## config.mk

```make
export PLATFORM = sky130hd
export DESIGN_NAME = factor_judge_flat
export DESIGN_NICKNAME = d
export VERILOG_FILES = /design/src/rtl/factor_judge_if.sv /design/src/rtl/factor_judge.sv /design/src/flat_wrapper.sv
export SDC_FILE = /design/constraint.sdc
export NUM_CORES = 1
export LEC_CHECK = 0
export ABC_AREA = 1
export CORE_ASPECT_RATIO = 0.8
export CORE_UTILIZATION = 30
export DETAILED_ROUTE_END_ITERATION = 6
export HOLD_SLACK_MARGIN = 0.12
export PLACE_DENSITY = 0.52
export SYNTH_ARGS = -nofsm -noshare
export SYNTH_HDL_FRONTEND = slang
export SYNTH_SLANG_ARGS = --single-unit
```

## constraint.sdc

```tcl
create_clock -name CLK -period 2.6 [get_ports CLK]
set_input_delay 0.39 -clock CLK [delete_from_list [all_inputs] [get_ports CLK]]
set_output_delay 0.39 -clock CLK [all_outputs]
set_load 0.02 [all_outputs]
```

## src/rtl/factor_judge_if.sv

```systemverilog
`default_nettype none
// +----------------------------------------------------------------------------+
// | factor_judge_if : digit/target/submit bus and verdict outputs of the judge |
// | Rev 1.0                                                                    |
// +----------------------------------------------------------------------------+
interface factor_judge_if;
  logic [3:0] DIG1_IN;
  logic [3:0] DIG2_IN;
  logic [3:0] DIG3_IN;
  logic [9:0] TARGET_IN;
  logic       SUBMIT_IN;
  logic       NEW_GAME_IN;
  logic [1:0] RESULT_OUT;
  logic [9:0] PRODUCT_OUT;
  logic [6:0] SCORE_OUT;
  logic [3:0] TRIES_OUT;
  logic       GAME_OVER_OUT;

  modport master (
    output DIG1_IN, DIG2_IN, DIG3_IN, TARGET_IN, SUBMIT_IN, NEW_GAME_IN,
    input  RESULT_OUT, PRODUCT_OUT, SCORE_OUT, TRIES_OUT, GAME_OVER_OUT
  );

  modport slave (
    input  DIG1_IN, DIG2_IN, DIG3_IN, TARGET_IN, SUBMIT_IN, NEW_GAME_IN,
    output RESULT_OUT, PRODUCT_OUT, SCORE_OUT, TRIES_OUT, GAME_OVER_OUT
  );
endinterface
`default_nettype wire

```

## src/rtl/factor_judge.sv

```systemverilog
`default_nettype none
// +----------------------------------------------------------------------------+
// | factor_judge : checks DIG1*DIG2*DIG3 against a target, keeps score/tries  |
// | Rev 1.0                                                                    |
// +----------------------------------------------------------------------------+
module factor_judge #(
  parameter int HOLD_CYCLES = 50000000,
  parameter int MAX_TRIES   = 3,
  parameter int SCORE_MAX   = 99
) (
  input logic           CLK,
  input logic           RST,
  factor_judge_if.slave bus
);

  localparam int                    c_HOLD_W     = (HOLD_CYCLES > 1) ? $clog2(HOLD_CYCLES) : 1;
  localparam logic [c_HOLD_W-1:0]   c_HOLD_LOAD  = c_HOLD_W'(HOLD_CYCLES - 1);
  localparam logic [3:0]            c_TRIES_INIT = 4'(MAX_TRIES);
  localparam logic [6:0]            c_SCORE_MAX  = 7'(SCORE_MAX);

  typedef enum logic [2:0] {
    S_IDLE = 3'd0,
    S_MUL1 = 3'd1,
    S_MUL2 = 3'd2,
    S_CMP  = 3'd3,
    S_SHOW = 3'd4,
    S_OVER = 3'd5
  } state_t;

  state_t              r_state;
  logic [9:0]          r_acc;
  logic [9:0]          r_m;
  logic [3:0]          r_q;
  logic [1:0]          r_step;
  logic [3:0]          r_dig3;
  logic [9:0]          r_target;
  logic                r_invalid;
  logic [c_HOLD_W-1:0] r_hold;
  logic [1:0]          r_result;
  logic [9:0]          r_product;
  logic [6:0]          r_score;
  logic [3:0]          r_tries;
  logic                r_game_over;

  logic [9:0] w_sum;
  logic       w_last_step;
  logic       w_bad_digit;

  // One shift-add step; four steps cover a 4-bit multiplier.
  assign w_sum       = r_q[0] ? (r_acc + r_m) : r_acc;
  assign w_last_step = (r_step == 2'd3);
  assign w_bad_digit = (bus.DIG1_IN == 4'd0) || (bus.DIG1_IN > 4'd9) ||
                       (bus.DIG2_IN == 4'd0) || (bus.DIG2_IN > 4'd9) ||
                       (bus.DIG3_IN == 4'd0) || (bus.DIG3_IN > 4'd9);

  always_ff @(posedge CLK) begin
    if (RST) begin
      r_state     <= S_IDLE;
      r_acc       <= '0;
      r_m         <= '0;
      r_q         <= '0;
      r_step      <= '0;
      r_dig3      <= '0;
      r_target    <= '0;
      r_invalid   <= 1'b0;
      r_hold      <= '0;
      r_result    <= 2'b00;
      r_product   <= '0;
      r_score     <= '0;
      r_tries     <= c_TRIES_INIT;
      r_game_over <= 1'b0;
    end else begin
      case (r_state)
        S_IDLE: begin
          if (bus.NEW_GAME_IN) begin
            r_score     <= '0;
            r_tries     <= c_TRIES_INIT;
            r_game_over <= 1'b0;
          end else if (bus.SUBMIT_IN) begin
            r_acc     <= '0;
            r_m       <= {6'd0, bus.DIG1_IN};
            r_q       <= bus.DIG2_IN;
            r_dig3    <= bus.DIG3_IN;
            r_target  <= bus.TARGET_IN;
            r_invalid <= w_bad_digit;
            r_step    <= '0;
            r_result  <= 2'b10;
            r_state   <= S_MUL1;
          end
        end

        S_MUL1: begin
          r_step <= r_step + 2'd1;
          if (w_last_step) begin
            // Partial product becomes the multiplicand for the third digit.
            r_acc   <= '0;
            r_m     <= w_sum;
            r_q     <= r_dig3;
            r_state <= S_MUL2;
          end else begin
            r_acc <= w_sum;
            r_m   <= r_m << 1;
            r_q   <= r_q >> 1;
          end
        end

        S_MUL2: begin
          r_step <= r_step + 2'd1;
          r_acc  <= w_sum;
          r_m    <= r_m << 1;
          r_q    <= r_q >> 1;
          if (w_last_step) begin
            r_state <= S_CMP;
          end
        end

        S_CMP: begin
          r_product <= r_acc;
          if (!r_invalid && (r_acc == r_target)) begin
            r_result <= 2'b11;
            if (r_score < c_SCORE_MAX) begin
              r_score <= r_score + 7'd1;
            end
          end else begin
            r_result <= 2'b01;
            if (r_tries != 4'd0) begin
              r_tries <= r_tries - 4'd1;
            end
          end
          r_hold  <= c_HOLD_LOAD;
          r_state <= S_SHOW;
        end

        S_SHOW: begin
          if (r_hold == '0) begin
            r_result <= 2'b00;
            if (r_tries == 4'd0) begin
              r_game_over <= 1'b1;
              r_state     <= S_OVER;
            end else begin
              r_state <= S_IDLE;
            end
          end else begin
            r_hold <= r_hold - 1'b1;
          end
        end

        S_OVER: begin
          if (bus.NEW_GAME_IN) begin
            r_score     <= '0;
            r_tries     <= c_TRIES_INIT;
            r_game_over <= 1'b0;
            r_state     <= S_IDLE;
          end
        end

        default: begin
          r_result <= 2'b00;
          r_state  <= S_IDLE;
        end
      endcase
    end
  end

  assign bus.RESULT_OUT    = r_result;
  assign bus.PRODUCT_OUT   = r_product;
  assign bus.SCORE_OUT     = r_score;
  assign bus.TRIES_OUT     = r_tries;
  assign bus.GAME_OVER_OUT = r_game_over;

endmodule
`default_nettype wire

```

## src/flat_wrapper.sv

```systemverilog
// flat-port wrapper written by rule: the top's interface ports become plain ports
module factor_judge_flat 
#(
  parameter int HOLD_CYCLES = 50000000,
  parameter int MAX_TRIES   = 3,
  parameter int SCORE_MAX   = 99
)
  (CLK, RST, bus_DIG1_IN, bus_DIG2_IN, bus_DIG3_IN, bus_TARGET_IN, bus_SUBMIT_IN, bus_NEW_GAME_IN, bus_RESULT_OUT, bus_PRODUCT_OUT, bus_SCORE_OUT, bus_TRIES_OUT, bus_GAME_OVER_OUT);
  factor_judge_if bus_i ();
  input logic CLK;
  input logic RST;
  input wire logic [$bits(bus_i.DIG1_IN)-1:0] bus_DIG1_IN;
  input wire logic [$bits(bus_i.DIG2_IN)-1:0] bus_DIG2_IN;
  input wire logic [$bits(bus_i.DIG3_IN)-1:0] bus_DIG3_IN;
  input wire logic [$bits(bus_i.TARGET_IN)-1:0] bus_TARGET_IN;
  input wire logic [$bits(bus_i.SUBMIT_IN)-1:0] bus_SUBMIT_IN;
  input wire logic [$bits(bus_i.NEW_GAME_IN)-1:0] bus_NEW_GAME_IN;
  output wire logic [$bits(bus_i.RESULT_OUT)-1:0] bus_RESULT_OUT;
  output wire logic [$bits(bus_i.PRODUCT_OUT)-1:0] bus_PRODUCT_OUT;
  output wire logic [$bits(bus_i.SCORE_OUT)-1:0] bus_SCORE_OUT;
  output wire logic [$bits(bus_i.TRIES_OUT)-1:0] bus_TRIES_OUT;
  output wire logic [$bits(bus_i.GAME_OVER_OUT)-1:0] bus_GAME_OVER_OUT;
  assign bus_i.DIG1_IN = bus_DIG1_IN;
  assign bus_i.DIG2_IN = bus_DIG2_IN;
  assign bus_i.DIG3_IN = bus_DIG3_IN;
  assign bus_i.TARGET_IN = bus_TARGET_IN;
  assign bus_i.SUBMIT_IN = bus_SUBMIT_IN;
  assign bus_i.NEW_GAME_IN = bus_NEW_GAME_IN;
  assign bus_RESULT_OUT = bus_i.RESULT_OUT;
  assign bus_PRODUCT_OUT = bus_i.PRODUCT_OUT;
  assign bus_SCORE_OUT = bus_i.SCORE_OUT;
  assign bus_TRIES_OUT = bus_i.TRIES_OUT;
  assign bus_GAME_OVER_OUT = bus_i.GAME_OVER_OUT;
  factor_judge #(.HOLD_CYCLES(HOLD_CYCLES), .MAX_TRIES(MAX_TRIES), .SCORE_MAX(SCORE_MAX)) u_core (.CLK(CLK), .RST(RST), .bus(bus_i));
endmodule
```

==> results of run 1 <==
## sequential cells by signal, indices dropped and copies added (netlist names), 3 cells and up
signal and flops:
u_core.r_hold 26, u_core.bus.PRODUCT_OUT 10, u_core.r_acc 10, u_core.r_m 10
u_core.r_target 10, u_core.bus.SCORE_OUT 7, u_core.bus.TRIES_OUT 4, u_core.r_dig3 4
u_core.r_q 4, u_core.r_state 3
## logic make-up after synthesis
family,synth area share
xor+xnor,0.0516
flops,0.347
buf+inv,0.0772
simple gates,0.312
fa+ha+maj,0.0336
compound gates,0.179
## power by group
| group | leakage [nW] | total [W] | switching [W] | internal [W] |
|---|---|---|---|---|
| clock | 0.126 | 0.00124 | 0.000593 | 0.000650 |
| sequential | 0.766 | 0.00219 | 0.000375 | 0.00181 |
| combinational | 1.70 | 0.00468 | 0.00300 | 0.00168 |
## cell usage after synthesis, types with 3 or more instances
library cell and number:
xnor2_1 13, buf_2 11, nor2_1 99, nand4_1 10, clkbuf_1 18, inv_2 6, or2_2 4, a221oi_1 3
nand2_2 6, inv_1 68, o211ai_1 4, a31oi_1 6, nor3_1 5, xor2_1 19, nand3_1 75, ha_1 13
o21ai_0 64, a21oi_1 91, o21ai_2 3, dfxtp_1 94, nand2_1 181
## worst max-delay path by stage
| stage | from | cells after the start | slack [ns] | endpoint |
|---|---|---|---|---|
| after floorplan | u_core.r_acc[0]$_SDFFE_PP0P_ | 9 | 0.80 | u_core.r_m[8]$_SDFFE_PP0P_ |
| after global placement | bus_NEW_GAME_IN | 5 | 0.48 | u_core.r_target[4]$_SDFFE_PP0P_ |
| after detailed placement | bus_NEW_GAME_IN | 5 | 0.48 | u_core.r_target[4]$_SDFFE_PP0P_ |
| after CTS | u_core.r_hold[0]$_SDFFE_PP0P_ | 9 | 0.56 | u_core.r_hold[1]$_SDFFE_PP0P_ |
| after global routing | u_core.r_hold[0]$_SDFFE_PP0P_ | 9 | 0.36 | u_core.r_hold[1]$_SDFFE_PP0P_ |
| final | u_core.r_hold[0]$_SDFFE_PP0P_ | 9 | 0.56 | u_core.r_hold[1]$_SDFFE_PP0P_ |
## metrics by stage
step	std cells	instance area (um^2)
2_1_floorplan	818	5430
3_3_place_gp	1073	6150
3_5_place_dp	1073	6150
4_1_cts	1089	6410
5_1_grt	1089	6410
6_report	1089	6410
## metal layers
metal  share of wire  global-route usage
met1            0.56               0.254
met5               0                   0
met2            0.39               0.242
met3           0.039              0.0321
met4           0.013              0.0485
## layout make-up
type,instances,area (um^2)
inverter,75,282
clock buffer,11,233
tap,225,282
sequential,94,1880
clock inverter,5,33.8
timing repair buffer,61,576
fill,1929,11100
multi-input combinational,618,3130
## worst max-delay path: stages, from the launching register on
cell and delay, ns:
dfxtp_1 0.31, inv_1 0.13, ha_1 0.27, nand2_1 0.16, nor2_2 0.22, nand4_1 0.13
nand2_2 0.10, nand2_2 0.28, o21ai_0 0.26, a21oi_1 0.06
==> results.py, run 1 <==
metrics = {
    "status": {
        "status": "finished with violations",
        "violations": "design-rule violations",
    },
    "cts": {
        "clk_pin_slew_ns": 0.06,
        "postCtsSetupBuffers": 0,
        "cts_buffers": 9,
        "cts_tree": "yes",
        "ctsResizeCount": 0,
        "clock_latency_ns": 0.35,
        "clock-sinks": 94,
        "cts_htree_levels": 3,
        "holdBufCountCts": 0,
        "cts-root-buf": "clkbuf_16",
        "clockBufferDepth": 2,
    },
    "setup_path": {
        "critPathKind": "reg -> reg",
        "reg2reg_depth": 9,
        "worst_r2r_startpoint": "u_core.r_hold[0]$_SDFFE_PP0P_",
        "r2r_slack_ns": 0.56,
        "required_ns": 2.82,
        "worstPathArrival_ns": 2.26,
        "worstSetupStartpointType": "flop",
        "worstPathMaxFanout": 26,
        "r2r_end": "u_core.r_hold[1]$_SDFFE_PP0P_",
        "end_kind": "flop",
    },
    "synthesis": {
        "ys.warnings.count": 0,
        "ys.flop_type": "dfxtp_1",
        "synth-edff-count": 0,
        "ys_seq_elements": 94,
        "async_reset_ff_frac": 0,
        "synthTopCellsByArea": "dfxtp_1 (35%), nand2_1 (13%), a21oi_1 (8.4%), nand3_1 (6.9%), nor2_1 (6.8%)",
        "synth_area_um2": 5430,
        "netlist_instances": 818,
        "synth.top_cell.area_share": 0.347,
        "synth_nets": 858,
        "yosysTopAreaCell": "dfxtp_1",
        "seq_area_frac_synth": 0.347,
        "syn_area_per_cell_um2": 6.64,
        "ys_types": 39,
    },
    "route": {
        "wl_per_cell_um": 13.9,
        "drc": 3,
        "via_per_inst": 4.90,
        "drt_iter0_drc": 395,
        "drt_pass1_iterations": 7,
        "routed-via-count": 5336,
        "routed_wl_um": 15200,
        "ant_nets": 0,
    },
    "sta": {
        "fin_hold_ws_ns": 0.468,
        "drv_slew": 0,
        "slew_headroom": 0.560,
        "rsz0062_at_grt": "false",
        "hold_viol": 0,
        "finalCritPeriodShare": 0.784,
        "final.setup.tns_ns": 0,
        "fin_ws_ns": 0.560,
        "finalCriticalPeriod_ns": 2.04,
        "finClkSkew_ns": 0.00501,
        "max_clock_freq_mhz": 490,
        "finalSetupViolations": 0,
        "tightest_slew_ns": 0.659,
    },
    "floorplan": {
        "core_um2": 17500,
        "fp.dieW_um": 152,
        "ios": 50,
        "start_util": 0.310,
        "die_h_um": 122,
        "die_area_um2": 18600,
        "row_count": 43,
    },
    "hold_path": {
        "whs_endpoint": "u_core.r_q[2]$_SDFFE_PP0P_",
        "hp-start": "u_core.r_q[3]$_SDFFE_PP0P_",
        "hold_depth": 2,
        "hold_class": "reg -> reg",
    },
    "pwr": {
        "p_leak_nw": 2.60,
        "power_density_nw_per_um2": 1260,
        "finalPower_w": 0.00811,
        "vdd_drop_max_uv": 532,
    },
    "finish": {
        "syn2layout_area_growth_pct": 18.2,
        "layout_common_cells": "nand2_1 (181), nor2_1 (99), dfxtp_1 (94)",
        "finalNetCount": 899,
        "layout-drive-gt1-share": 0.0660,
        "layout_commonest_cell": "nand2_1",
        "antenna_cells": 0,
        "fin_util": 0.366,
    },
    "placed_design": {
        "portBuffers": 49,
        "pre_cts_ws_ns": 0.484,
        "gp_congestion": 0.812,
        "dpl.hpwl_um": 11000,
    },
    "global_routing": {
        "grt_usage": 0.169,
        "grt_antenna_before_repair": 0,
        "grt_max_degree": 52,
        "grt_remaining_overflow": 0,
        "grt_pass1_wl_um": 25000,
        "grt_pass1_vias": 4771,
    },
    "run": {
        "maxCapViolations": 0,
    },
}
No activity file was read; power rests on OpenSTA's default activity.
==> run 2, diff against run 1 <==
--- a/config.mk
+++ b/config.mk
@@ -10,7 +10,7 @@
 export CORE_UTILIZATION = 30
 export DETAILED_ROUTE_END_ITERATION = 6
 export HOLD_SLACK_MARGIN = 0.12
-export PLACE_DENSITY = 0.52
+export PLACE_DENSITY = 0.54
 export SYNTH_ARGS = -nofsm -noshare
 export SYNTH_HDL_FRONTEND = slang
 export SYNTH_SLANG_ARGS = --single-unit
==> constraint.sdc (replaced) <==
create_clock -name CLK -period 1.7 [get_ports CLK]
set_input_delay 0.255 -clock CLK [delete_from_list [all_inputs] [get_ports CLK]]
set_output_delay 0.255 -clock CLK [all_outputs]
set_load 0.02 [all_outputs]
==> results.py, run 2 (synthesized netlist as in run 1, its figures left out) <==
metrics = {
    "status": {
        "status": "finished with violations",
        "violations": "design-rule violations, negative setup slack",
    },
    "pwr": {
        "p_leak_nw": 3.04,
        "vdd_drop_max_uv": 827,
        "finalPower_w": 0.0144,
        "power_density_nw_per_um2": 1990,
    },
    "finish": {
        "final_cells": 1152,
        "regMostFlops": "u_core.r_hold",
        "layout_common_cells": "nand2_1 (177), a21oi_1 (88), nor2_1 (84)",
        "syn2layout_area_growth_pct": 33.9,
        "layout-drive-gt1-share": 0.192,
        "antenna_cells": 0,
        "layout_commonest_cell": "nand2_1",
        "largest_reg_flops": 26,
        "finalNetCount": 962,
    },
    "setup_path": {
        "worstPathMaxFanout": 3,
        "required_ns": 1.98,
        "end_kind": "flop",
        "worstPathArrival_ns": 2.01,
        "worstSetupStartpointType": "flop",
        "critPathKind": "reg -> reg",
    },
    "floorplan": {
        "start_util": 0.310,
        "die_area_um2": 18600,
        "ios": 50,
        "fp.dieW_um": 152,
        "row_count": 43,
        "die_h_um": 122,
        "core_um2": 17500,
    },
    "sta": {
        "drv_slew": 0,
        "tightest_slew_ns": 0.358,
        "fin_ws_ns": -0.0315,
        "finalSetupViolations": 4,
        "max_clock_freq_mhz": 578,
        "finalCriticalPeriod_ns": 1.73,
        "finalCritPeriodShare": 1.02,
        "finClkSkew_ns": 0.00700,
        "slew_headroom": 0.761,
        "hold_viol": 0,
        "rsz0062_at_grt": "true",
    },
    "global_routing": {
        "grt_usage": 0.180,
        "grt_pass1_wl_um": 26600,
        "grt_pass1_vias": 5039,
        "grt_antenna_before_repair": 0,
        "grt_remaining_overflow": 0,
        "grt_max_degree": 52,
    },
    "route": {
        "wl_per_cell_um": 14.1,
        "ant_nets": 0,
        "drt_pass1_iterations": 7,
        "routed_wl_um": 16300,
        "via_per_inst": 4.85,
        "drt_iter0_drc": 434,
        "drc": 2,
        "routed-via-count": 5588,
    },
    "cts": {
        "clock_latency_ns": 0.36,
        "clock-sinks": 94,
        "clockBufferDepth": 2,
        "cts_htree_levels": 3,
        "cts-root-buf": "clkbuf_16",
        "cts_tree": "yes",
        "cts_buffers": 9,
        "clk_pin_slew_ns": 0.07,
    },
    "placed_design": {
        "dpl.hpwl_um": 11400,
        "portBuffers": 49,
        "dpl.cell_count": 1129,
        "gp_congestion": 0.846,
    },
    "run": {
        "maxCapViolations": 0,
    },
    "hold_path": {
        "hold_class": "in -> reg",
    },
}
-- run 2: changes by cell type in the layout (fill, tap and decap cells not counted), moves of 6 or more --
cell and change:
nor2_1 -15, dfxtp_2 +13, ha_4 +9, clkdlybuf4s50_1 -6, dfxtp_1 -14, buf_4 +55
nor2_2 +12, ha_1 -9
-- run 2: power by group --
| group | internal, W | switching [W] |
|---|---|---|
| logic | 0.00382 | 0.00518 |
| registers | 0.00279 | 0.000567 |
| clock network | 0.00115 | 0.000925 |
| total | 0.00776 | 0.00667 |
-- run 2: final timing paths --
kind / slack [ns] / depth (start not counted) / end / from
worst max-delay path: -0.03 / 10 / u_core.r_m[8]$_SDFFE_PP0P_ / u_core.r_acc[0]$_SDFFE_PP0P_
worst max register to register: -0.03 / 10 / u_core.r_m[8]$_SDFFE_PP0P_ / u_core.r_acc[0]$_SDFFE_PP0P_
worst min-delay path: 0.38 / 3 / u_core.r_acc[8]$_SDFFE_PP0P_ / RST
worst min register to register: 0.46 / 2 / u_core.r_q[1]$_SDFFE_PP0P_ / u_core.r_q[2]$_SDFFE_PP0P_
-- run 2: cell type report --
type	instances	area, um^2
inverters	75	287
repair buffers	124	1130
clock buffers	12	236
well taps	225	282
flip-flops and latches	94	1900
clock inverters	4	55.1
multi-input cells	618	3380
fillers	1860	10300
-- run 2: worst max-delay path: stages (launching register included) --
cell and delay (ns):
dfxtp_2 0.36, ha_4 0.14, inv_2 0.04, fa_2 0.41, o21ai_4 0.22, nand2_2 0.08
nand2_1 0.06, nand2_1 0.06, nand3_2 0.07, nand3_1 0.06, a21oi_1 0.16
-- run 2: routing by layer --
metal	routed length [um]	GRT usage	vias up
met3	781	0.0357	9
met2	6670	0.263	113
met5	0	0	-
met1	8700	0.266	2558
met4	123	0.0459	0
li1	-	-	2908
-- run 2: repair_timing --
item | 4_1_cts | 5_1_grt
hold buffers | 0 | 0
gates cloned | 0 | 1
pin swaps | 3 | 26
resized for setup | 5 | 83
endpoints found under the hold margin | 0 | 0
setup endpoints to repair | 12 | 62
setup buffers | 1 | 5
-- run 2: metrics by stage --
stage	utilization	TNS (ns)	hold WS [ns]	setup WS, ns	area, um^2
after floorplan	-	0	0.390	0.0299	5430
after global placement	0.377	-0.136	0.454	-0.0265	6610
after detailed placement	0.377	-0.446	0.454	-0.0730	6610
after CTS	0.394	0	0.387	0.00737	6920
after global routing	0.415	-1.33	0.399	-0.136	7270
final	0.415	-0.0583	0.383	-0.0315	7270
==> run 3, diff against run 2 <==
--- a/config.mk
+++ b/config.mk
@@ -6,8 +6,9 @@
 export NUM_CORES = 1
 export LEC_CHECK = 0
 export ABC_AREA = 1
-export CORE_ASPECT_RATIO = 0.8
+export CORE_ASPECT_RATIO = 1.4
 export CORE_UTILIZATION = 30
+export CTS_CLUSTER_DIAMETER = 30
 export DETAILED_ROUTE_END_ITERATION = 6
 export HOLD_SLACK_MARGIN = 0.12
 export PLACE_DENSITY = 0.54
==> results.py, run 3 (synthesized netlist as in run 1, its figures left out) <==
metrics = {
    "sta": {
        "slew_headroom": 0.781,
        "fin_ws_ns": -0.00748,
        "hold_viol": 0,
        "finalSetupViolations": 1,
        "rsz0062_at_grt": "true",
        "finClkSkew_ns": 0.00673,
        "drv_slew": 0,
        "max_clock_freq_mhz": 586,
        "tightest_slew_ns": 0.325,
        "finalCritPeriodShare": 1.00,
        "finalCriticalPeriod_ns": 1.71,
    },
    "placed_design": {
        "portBuffers": 49,
        "pre_cts_ws_ns": -0.0632,
        "placed_area_um2": 6640,
        "gp_congestion": 0.884,
        "dpl.hpwl_um": 12200,
    },
    "finish": {
        "regMostFlops": "u_core.r_hold",
        "antenna_cells": 0,
        "largest_reg_flops": 26,
        "finalNetCount": 959,
        "layout_commonest_cell": "nand2_1",
        "syn2layout_area_growth_pct": 33.2,
        "final_area_um2": 7230,
        "layout_common_cells": "nand2_1 (174), a21oi_1 (88), dfxtp_1 (82)",
        "layout-drive-gt1-share": 0.190,
    },
    "route": {
        "routed_wl_um": 16200,
        "wl_per_cell_um": 14.0,
        "drt_pass1_iterations": 7,
        "drc": 0,
        "routed-via-count": 5627,
        "ant_nets": 0,
        "via_per_inst": 4.85,
        "drt_iter0_drc": 354,
    },
    "cts": {
        "clock-sinks": 94,
        "cts-root-buf": "clkbuf_16",
        "clock_latency_ns": 0.36,
        "cts_tree": "yes",
        "cts_buffers": 9,
        "clockBufferDepth": 2,
        "cts_htree_levels": 3,
        "clk_pin_slew_ns": 0.08,
    },
    "setup_path": {
        "critPathKind": "reg -> reg",
        "cpPeakStageDelay_ns": 0.42,
        "required_ns": 2.00,
        "r2r_end": "u_core.r_m[6]$_SDFFE_PP0P_",
        "worstPathMaxFanout": 3,
        "worstPathArrival_ns": 2.00,
        "r2r_slack_ns": -0.007,
        "cp_slowest_cell": "fa_2",
        "worstSetupStartpointType": "flop",
        "worst_r2r_startpoint": "u_core.r_acc[0]$_SDFFE_PP0P_",
        "cp_cell_sequence": "ha_4 > inv_2 > fa_2 > o21ai_4 > nand2_2 > nand2_1 > nand2_1 > nand3_2 > nand3_2 > a21oi_2",
        "end_kind": "flop",
        "reg2reg_depth": 10,
    },
    "pwr": {
        "vdd_drop_max_uv": 695,
        "power_density_nw_per_um2": 1990,
        "finalPower_w": 0.0144,
        "p_leak_nw": 3.04,
    },
    "global_routing": {
        "grt_max_degree": 43,
        "grt_antenna_before_repair": 0,
        "grt_remaining_overflow": 0,
        "grt_usage": 0.180,
        "grt_pass1_vias": 5386,
        "grt_pass1_wl_um": 26200,
    },
    "floorplan": {
        "row_count": 57,
        "fp.dieW_um": 116,
        "die_h_um": 161,
        "core_um2": 17500,
        "die_area_um2": 18600,
        "ios": 50,
        "start_util": 0.309,
    },
    "hold_path": {
        "whs_endpoint": "u_core.r_m[8]$_SDFFE_PP0P_",
        "hold_class": "in -> reg",
        "hold_depth": 3,
        "hp-start": "RST",
    },
    "status": {
        "violations": "negative setup slack",
        "status": "finished with violations",
    },
    "run": {
        "maxCapViolations": 0,
    },
}
==> run 3: layer usage <==
metal  track usage  up-vias  part of all wire
met2         0.326      101              0.52
met3        0.0263       28             0.035
met1         0.209     2591              0.42
met4        0.0746        0             0.026
li1              -     2907                 -
met5             0        -                 0
==> run 3: worst max path at each step <==
stage                                         startpoint                               endpoint  slack [ns]  depth (start not counted)
after floorplan             u_core.r_acc[0]$_SDFFE_PP0P_             u_core.r_m[8]$_SDFFE_PP0P_        0.03                          9
after global placement     u_core.r_hold[0]$_SDFFE_PP0P_         u_core.r_hold[14]$_SDFFE_PP0P_       -0.05                         10
after detailed placement                   bus_SUBMIT_IN         u_core.r_state[1]$_SDFFE_PP0P_       -0.06                          9
after CTS                 u_core.r_state[2]$_SDFFE_PP0P_  u_core.bus.GAME_OVER_OUT$_SDFFE_PP0P_       -0.01                          8
after global routing        u_core.r_acc[0]$_SDFFE_PP0P_             u_core.r_m[8]$_SDFFE_PP0P_       -0.09                         10
final                       u_core.r_acc[0]$_SDFFE_PP0P_             u_core.r_m[6]$_SDFFE_PP0P_      -0.007                         10
==> run 3: cell type report <==
type	count	area (um^2)
Sequential cell	94	1900
Clock inverter	7	76.3
Timing Repair Buffer	121	1100
Fill cell	1905	10300
Multi-Input combinational cell	618	3350
Clock buffer	9	225
Tap cell	236	295
Inverter	75	284
==> run 3: what timing repair did <==
action / in CTS / in global routing
hold endpoints to repair: 0 / 0
resized for setup: 7 / 75
pin swaps: 1 / 18
hold buffers: 0 / 0
cloned: 0 / 0
endpoints found under the setup margin: 31 / 64
buffers inserted: 1 / 4
==> run 3: power breakdown <==
part           internal, W  switching, W
sequential         0.00279      0.000548
combinational      0.00378       0.00520
clock              0.00105       0.00103
total              0.00762       0.00678
==> run 3: worst max-delay path: cells and delay by family (launching register included) <==
kind / cells / cell delay (ns)
AND/OR/NAND/NOR: 5 / 0.36
adder cells (fa/ha/maj): 2 / 0.56
flip-flops: 1 / 0.36
AO/OA/AOI/OAI: 2 / 0.36
buffers and inverters: 1 / 0.04
==> run 3: stage by stage <==
stage | setup TNS, ns | hold slack, ns | cells | util
finish | -0.00748 | 0.346 | 1160 | 0.412
floorplan | 0 | 0.390 | 818 | -
CTS | -0.00966 | 0.340 | 1156 | 0.396
global route | -0.685 | 0.360 | 1160 | 0.412
detailed placement | -1.14 | 0.456 | 1139 | 0.379
global placement | -1.02 | 0.450 | 1139 | 0.379
